==> src/rtl/program_sequencer_if.sv <==
// Issue-side bundle between the program sequencer, its synchronous program
// ROM and the processor's run/done/DIN instruction port.
interface program_sequencer_if #(
  parameter int AW = 5
);
  logic [AW-1:0] prog_addr;  // ROM address, registered in the sequencer
  logic [8:0]    prog_data;  // ROM data, one cycle after prog_addr is sampled
  logic [8:0]    din;        // instruction / immediate word to the processor
  logic          run;        // processor run
  logic          done;       // processor done (final step of an instruction)

  modport master (
    output prog_addr,
    output din,
    output run,
    input  prog_data,
    input  done
  );

  modport slave (
    input  prog_addr,
    input  din,
    input  run,
    output prog_data,
    output done
  );
endinterface

==> src/rtl/program_sequencer.sv <==
// Program sequencer: walks a PC through a synchronous program ROM and issues
// each word to the processor over run/done/DIN. MVI also presents its
// immediate (the following ROM word). Stops on HALT, at the program end, on
// an MVI whose immediate would lie past the program end, or on a watchdog
// timeout while waiting for done.
module program_sequencer #(
  parameter int AW        = 5,
  parameter int PROG_LAST = 2**AW - 1,
  parameter int TIMEOUT   = 7
) (
  input  logic                clock,
  input  logic                resetn,
  input  logic                start,
  program_sequencer_if.master bus,
  output logic                busy,
  output logic                halted,
  output logic                err,
  output logic [AW-1:0]       pc,
  output logic [15:0]         retired
);

  localparam int CW = $clog2(TIMEOUT + 1);

  localparam logic [2:0] OP_MVI  = 3'b100;
  localparam logic [2:0] OP_HALT = 3'b111;

  typedef enum logic [2:0] {
    S_IDLE,
    S_FETCH,
    S_ISSUE,
    S_EXEC,
    S_HALTED
  } state_t;

  state_t        state_reg, state_next;
  logic [AW-1:0] pc_reg, pc_next;
  logic [AW-1:0] prog_addr_reg, prog_addr_next;
  logic [15:0]   retired_reg, retired_next;
  logic          err_reg, err_next;
  logic [2:0]    op_q_reg, op_q_next;
  logic [CW-1:0] wd_reg, wd_next;

  logic          run_w;
  logic [8:0]    din_w;
  logic [2:0]    opcode;
  logic [AW:0]   pc_step;
  logic          pc_is_last;

  assign opcode     = bus.prog_data[8:6];
  assign pc_is_last = (pc_reg == AW'(PROG_LAST));

  // Next PC in AW+1 bits so stepping past the last address is detectable
  assign pc_step = {1'b0, pc_reg} +
                   ((op_q_reg == OP_MVI) ? (AW+1)'(2) : (AW+1)'(1));

  // State and datapath registers
  always_ff @(posedge clock or negedge resetn) begin
    if (!resetn) begin
      state_reg     <= S_IDLE;
      pc_reg        <= '0;
      prog_addr_reg <= '0;
      retired_reg   <= '0;
      err_reg       <= 1'b0;
      op_q_reg      <= '0;
      wd_reg        <= '0;
    end else begin
      state_reg     <= state_next;
      pc_reg        <= pc_next;
      prog_addr_reg <= prog_addr_next;
      retired_reg   <= retired_next;
      err_reg       <= err_next;
      op_q_reg      <= op_q_next;
      wd_reg        <= wd_next;
    end
  end

  // Next-state and output decode
  always_comb begin
    state_next     = state_reg;
    pc_next        = pc_reg;
    prog_addr_next = prog_addr_reg;
    retired_next   = retired_reg;
    err_next       = err_reg;
    op_q_next      = op_q_reg;
    wd_next        = wd_reg;
    run_w          = 1'b0;
    din_w          = '0;
    busy           = 1'b0;
    halted         = 1'b0;

    case (state_reg)
      S_IDLE, S_HALTED: begin
        halted = (state_reg == S_HALTED);
        if (start) begin
          pc_next        = '0;
          prog_addr_next = '0;
          retired_next   = '0;
          err_next       = 1'b0;
          state_next     = S_FETCH;
        end
      end

      S_FETCH: begin
        // ROM is sampling pc now; pre-address the word after it so the
        // immediate (or don't-care word) is on prog_data during EXEC
        busy           = 1'b1;
        prog_addr_next = pc_reg + AW'(1);
        state_next     = S_ISSUE;
      end

      S_ISSUE: begin
        busy = 1'b1;
        if (opcode == OP_HALT) begin
          state_next = S_HALTED;
        end else if (opcode == OP_MVI && pc_is_last) begin
          // Immediate would lie past the program end: refuse to issue
          err_next   = 1'b1;
          state_next = S_HALTED;
        end else begin
          run_w      = 1'b1;
          din_w      = bus.prog_data;
          op_q_next  = opcode;
          wd_next    = '0;
          state_next = S_EXEC;
        end
      end

      S_EXEC: begin
        busy    = 1'b1;
        run_w   = 1'b1;
        din_w   = bus.prog_data;
        wd_next = wd_reg + CW'(1);
        if (bus.done) begin
          if (retired_reg != 16'hFFFF) begin
            retired_next = retired_reg + 16'd1;
          end
          if (pc_step > (AW+1)'(PROG_LAST)) begin
            state_next = S_HALTED;
          end else begin
            pc_next        = pc_step[AW-1:0];
            prog_addr_next = pc_step[AW-1:0];
            state_next     = S_FETCH;
          end
        end else if (wd_reg == CW'(TIMEOUT - 1)) begin
          // This is the TIMEOUT-th EXEC cycle without done
          err_next   = 1'b1;
          state_next = S_HALTED;
        end
      end

      default: begin
        state_next = S_IDLE;
      end
    endcase
  end

  assign bus.run       = run_w;
  assign bus.din       = din_w;
  assign bus.prog_addr = prog_addr_reg;
  assign pc            = pc_reg;
  assign retired       = retired_reg;
  assign err           = err_reg;

endmodule
==> src/flat_wrapper.sv <==
// flat-port wrapper written by rule: the top's interface ports become plain ports
module program_sequencer_flat 
#(
  parameter int AW        = 5,
  parameter int PROG_LAST = 2**AW - 1,
  parameter int TIMEOUT   = 7
)
  (clock, resetn, start, busy, halted, err, pc, retired, bus_prog_addr, bus_din, bus_run, bus_prog_data, bus_done);
  program_sequencer_if #(.AW(AW)) bus_i ();
  input  logic clock;
  input  logic resetn;
  input  logic start;
  output logic busy;
  output logic halted;
  output logic err;
  output logic [AW-1:0] pc;
  output logic [15:0] retired;
  output wire logic [$bits(bus_i.prog_addr)-1:0] bus_prog_addr;
  output wire logic [$bits(bus_i.din)-1:0] bus_din;
  output wire logic [$bits(bus_i.run)-1:0] bus_run;
  input wire logic [$bits(bus_i.prog_data)-1:0] bus_prog_data;
  input wire logic [$bits(bus_i.done)-1:0] bus_done;
  assign bus_prog_addr = bus_i.prog_addr;
  assign bus_din = bus_i.din;
  assign bus_run = bus_i.run;
  assign bus_i.prog_data = bus_prog_data;
  assign bus_i.done = bus_done;
  program_sequencer #(.AW(AW), .PROG_LAST(PROG_LAST), .TIMEOUT(TIMEOUT)) u_core (.clock(clock), .resetn(resetn), .start(start), .bus(bus_i), .busy(busy), .halted(halted), .err(err), .pc(pc), .retired(retired));
endmodule
==> config.mk <==
export PLATFORM = sky130hd
export DESIGN_NAME = program_sequencer_flat
export DESIGN_NICKNAME = d
export VERILOG_FILES = /design/src/rtl/program_sequencer_if.sv /design/src/rtl/program_sequencer.sv /design/src/flat_wrapper.sv
export SDC_FILE = /design/constraint.sdc
export NUM_CORES = 1
export LEC_CHECK = 0
export CAP_MARGIN = 5
export CORE_UTILIZATION = 50
export DETAILED_ROUTE_END_ITERATION = 16
export GPL_TIMING_DRIVEN = 0
export PLACE_DENSITY = 0.8
export SLEW_MARGIN = 5
export SYNTH_ARGS = -nofsm -noshare
export SYNTH_HDL_FRONTEND = slang
export SYNTH_SLANG_ARGS = --single-unit
==> constraint.sdc <==
create_clock -name clock -period 4.2 [get_ports clock]
set_input_delay 1.26 -clock clock [delete_from_list [all_inputs] [get_ports clock]]
set_output_delay 1.26 -clock clock [all_outputs]
set_load 0.005 [all_outputs]
After elaboration in Yosys (flattened, before gate mapping)

Cells that the tools add are included.

Bits in registers: 36
Bits in latches: 0
Memory bits (writable): 0
ROM bits: 0
Bits of input ports: 13
Memories kept: 0

Add/sub/neg operators: 4
Multiply operators: 0
Div/mod/pow operators: 0
Order comparisons: 1
Equality and inequality tests: 20
Shifts and indexed selects: 0
Multiplexer cells: 34
Bitwise logic cells: 2
Reductions and logical operators: 15

Operators with widths:

| cell                  | number |
|---|---|
| $mux 16               | 3 |
| $pmux 16 s2           | 1 |
| $mux 3                | 8 |
| $mux 9                | 2 |
| $pmux 9 s2            | 1 |
| $add 16x1->16 const B | 1 |
| $ne 16x16->1 const B  | 1 |
| $eq 3x3->1 const B    | 5 |
| $mux 5                | 3 |
| $pmux 5 s3            | 1 |
| $ne 2x2->1 const B    | 6 |
| $pmux 3 s4            | 1 |
| $reduce_and 4->1      | 3 |
| $pmux 5 s2            | 1 |
| $mux 1                | 9 |
| $add 5x6->6           | 1 |
| $eq 3x2->1 const B    | 2 |
| $gt 6x5->1 const B    | 1 |
| $ne 2x1->1 const B    | 3 |
| $pmux 3 s2            | 1 |
| $reduce_and 3->1      | 2 |
| $reduce_and 6->1      | 1 |
| $reduce_bool 3->1     | 2 |
| $add 5x1->5 const B   | 1 |
| 14 further kinds      | 16 |

Logic depth before layout (Yosys ltp)

Depth after elaboration: 7
Mapped depth: 9

Worst setup path after synthesis

No wires, ideal clock.

Path type: input-to-output
From: in bus_prog_data[6]
To: out bus_din[0]
Arrival: 2,120 ps
Data required time: 2,940 ps
Path slack: 820 ps
Stages on the path: 5
Path buffers: 1
Cells stage by stage: and2_1 -> o21ai_1 -> o21a_1 -> clkbuf_1 -> and2_1

Cells in the longest elaborated chain, start to end: 5
Elaborated cells on any way between the ends: 6
Classes of those cells: eq/ne (2); mux (3); reduce/logical (1)

RTL lines:

| what               | line                     | RTL |
|---|---|---|
| start: declaration | flat_wrapper.sv:21       | `input wire logic [$bits(bus_i.prog_data)-1:0] bus_prog_data;` |
| $eq 3x3->1         | program_sequencer.sv:115 | `end else if (opcode == OP_MVI && pc_is_last) begin` |
| $logic_and 1x1->1  | program_sequencer.sv:115 |  |
| $mux 9             | program_sequencer.sv:115 |  |
| $mux 9 (*)         | program_sequencer.sv:113 | `if (opcode == OP_HALT) begin` |
| $pmux 9 s2 (*)     | program_sequencer.sv:91  | `case (state_reg)` |
| end: declaration   | flat_wrapper.sv:19       | `output wire logic [$bits(bus_i.din)-1:0] bus_din;` |

Mark *: on every way between the ends. The rest lies on a longest branch, timed or not.

Final worst setup path

Same ends and word-level chain as after synthesis.

==> results.md <==
* Status: finished clean
* Max FFs per register at 16
* CP Data Required Time at 2940 ps
* RD Place Congestion at 0.794
* Core area at 0.00409 mm^2
* Gate power share at 49.5%
* Critical path fanouts, max at 10
* Drt drc at 0
* Fin Hold WS at 486 ps
* Root Driver: clkbuf_8
* # port buffers at 51
* Crit share post-route at 97.3%
* Power Internal at 0.000852 W
* Worst Tran Pin Value at 792 ps
* Routed Antenna Nets at 0
* Largest net degree at the start of global routing at 37
* Routed wire per std cell at 14.4 um
* Antenna Diode Count at 0
* Number of global-route vias before repair at 1869
* Die ar. at 0.00458 mm^2
* Non-filler instance count after layout at 356
* TritonCTS clock tree: yes
* CP arrival at 2830 ps
* IO Count at 52
* DRT Pass-1 Iters at 4
* Maximum clock insertion buffer count at 2
* Area growth syn-to-layout at 30.3%
* Ys Warns at 0
* Clock-pin slew of the registers on the worst-case setup and hold paths at 70 ps
* Synth top area cells: dfrtp_1, o21ai_1, nand2_1
* Post-DP Area at 0.00273 mm^2
* Gr ovfl total at 0
* Via Count at 2081
* Seq/Total Area, Yosys at 41.7%
* Yosys top cell area share at 41.7%
* Initial antenna violation count at 0
* Worst-Skew Late Latency at 290 ps
* Dpl cells at 349
* Unique masters post-synth at 48
* Row count at 23
* Clock power frac at 16.6%
* Fmax at 245 MHz
* Syn Std Cell Area at 0.00216 mm^2
* Flop pwr share at 33.9%
* Async S/R FF share, synth at 100%
* Slew Viols, Final at 0
* Postcts setup bufs at 0
* CTS Hold Bufs at 0
* Layout Nets at 327
* Share of cells above drive strength 1 at 6.86%
* Final Skew at 8.29 ps
* Power density over the cells at 504 mW/mm^2
* Psw at 0.000564 W
* Post-synth top area cell: dfrtp_1
* Total wire length at 5110 um
* Syn_area_per_cell at 8.70 um^2
* Slew Limit Headroom at 47.2%
* Unrepaired setup endpoints after global routing: no
* Final setup vio count at 0
* CTS H-tree lvls at 2
* Height of the chip at 67.7 um
* Predominant post-synthesis flop cell: dfrtp_1
* Yosys reg bits at 36
* Sw Ratio at 39.8%
* Global-route wire length before repair at 8690 um
* Vias/cell at 5.85
* Total Power at 0.00142 W
* Global-route usage over all layers at 25.3%
* Setup CP Type: in -> out
* CTS buffer count at 5
* Mapped Nets at 269
* CTS sink count at 36
* DR iter-0 viols at 121
* Critical path launch point type: primary input
* Hold Vio Cnt, Final at 0
* Max_cap viols at 0
* Final HPWL DP at 3700 um
* Fin area at 0.00281 mm^2
* Max VDD drop at 0.306 mV
* Post-Syn Instances at 248
* Die width at 67.7 um
* Leakage at 1.13 nW
* Worst Hold Class: reg -> reg
* Post-layout min period at 4090 ps
* CP endpoint kind: output pin
* Initial core utilization at 52.8%
* Post-synth EDFFs at 0
power groups by stage:
stage | Clock, W | Combinational, W | Sequential [W]
after CTS | 0.000236 | 0.000704 | 0.000479
after detailed placement | 0 | 0.000694 | 0.000486
final | 0.000235 | 0.000701 | 0.000480
after global placement | 0 | 0.000684 | 0.000483
after floorplan | 0 | 0.000420 | 0.000476
after global routing | 0.000251 | 0.000794 | 0.000491
final cells by class:
| type | count | area [um^2] |
|---|---|---|
| Multi-Input combinational cell | 191 | 1170 |
| Fill cell | 358 | 1270 |
| Buffer | 9 | 50.0 |
| Inverter | 12 | 45.0 |
| Sequential cell | 36 | 901 |
| Clock buffer | 6 | 72.6 |
| Tap cell | 50 | 62.6 |
| Clock inverter | 1 | 5.00 |
| Timing Repair Buffer | 51 | 500 |
Yosys cell counts, types with 2 or more instances:
master,instances
o211ai_1,2
mux2i_1,2
o21ai_0,8
o21ai_1,21
clkbuf_1,6
nand3_1,13
xnor2_1,3
dfrtp_1,36
inv_1,11
and2_1,10
o31ai_1,9
o21a_1,2
nor3b_1,2
nand2b_1,6
a211oi_1,2
nor4_1,3
o41ai_1,2
or3_1,2
nor2_1,20
nand4_1,2
a31oi_1,7
nor2b_1,3
o22ai_1,2
nor3_1,2
nand2_1,25
ha_1,7
a21oi_1,18
a32oi_1,2
critical path: stages:
cell and delay [ps]:
clkdlybuf4s15_2 240, and2_1 190, o21ai_2 170, o21a_1 180, buf_4 160, and2_1 130, clkdlybuf4s50_1 500
final timing paths:
path,cells after the start,start,slack [ps],to
min in group asynchronous,1,resetn,1040,u_core.retired[6]
worst max-delay path,7,bus_prog_data[6],110,bus_din[0]
max in group asynchronous,1,resetn,2640,u_core.err
worst max register to register,9,u_core.op_q_reg[1],1770,u_core.bus.prog_addr[2]
worst min register to register,1,u_core.bus.prog_addr[1],490,u_core.bus.prog_addr[1]
worst min-delay path,1,u_core.bus.prog_addr[1],490,u_core.bus.prog_addr[1]
cell families (layout without fill, tap and decap cells):
group,count (synthesis),count (layout),share of synthesized area [%]
XOR/XNOR,3,3,1.22
AND/OR/NAND/NOR,95,95,22.5
multiplexers,4,4,1.97
flip-flops,36,36,41.7
adder cells (fa/ha/maj),8,8,4.99
buffers and inverters,21,79,4.23
AO/OA/AOI/OAI,81,81,23.4
repair_timing:
| action | CTS | global route |
|---|---|---|
| resized for setup | 9 | 3 |
| setup endpoints to repair | 8 | 6 |
| hold endpoints to repair | 0 | 0 |
| pin swaps | 0 | 0 |
layout by cell type, fill, tap and decap left out, types with 3 or more instances in the layout:
cell and n:
ha_1 7, a21oi_1 18, a31oi_1 7, o31ai_1 9, nand3_1 13, clkbuf_8 5
clkbuf_1 6, xnor2_1 3, nor2_1 20, inv_1 11, o21ai_1 20, nand2b_1 6
nand2_1 25, o21ai_0 8, and2_1 10, clkdlybuf4s50_1 47, nor4_1 3, nor2b_1 3
dfrtp_1 36
per-layer routing:
layer,GRT usage (%),share of wire [%],up-vias
li1,-,-,1019
met1,34.5,47,984
met2,38.9,46,70
met3,6.59,6.3,8
met4,7.45,1.4,0
met5,0,0,-
metrics by stage:
step	utilization (%)	TNS, ps	setup slack, ps
finish	68.8	0	113
floorplan	-	0	820
global placement	66.8	-3030	-445
global route	68.8	0	10.2
CTS	68.9	0	21.6
detailed placement	66.7	-2980	-438
(Power assumes the default switching activity.)
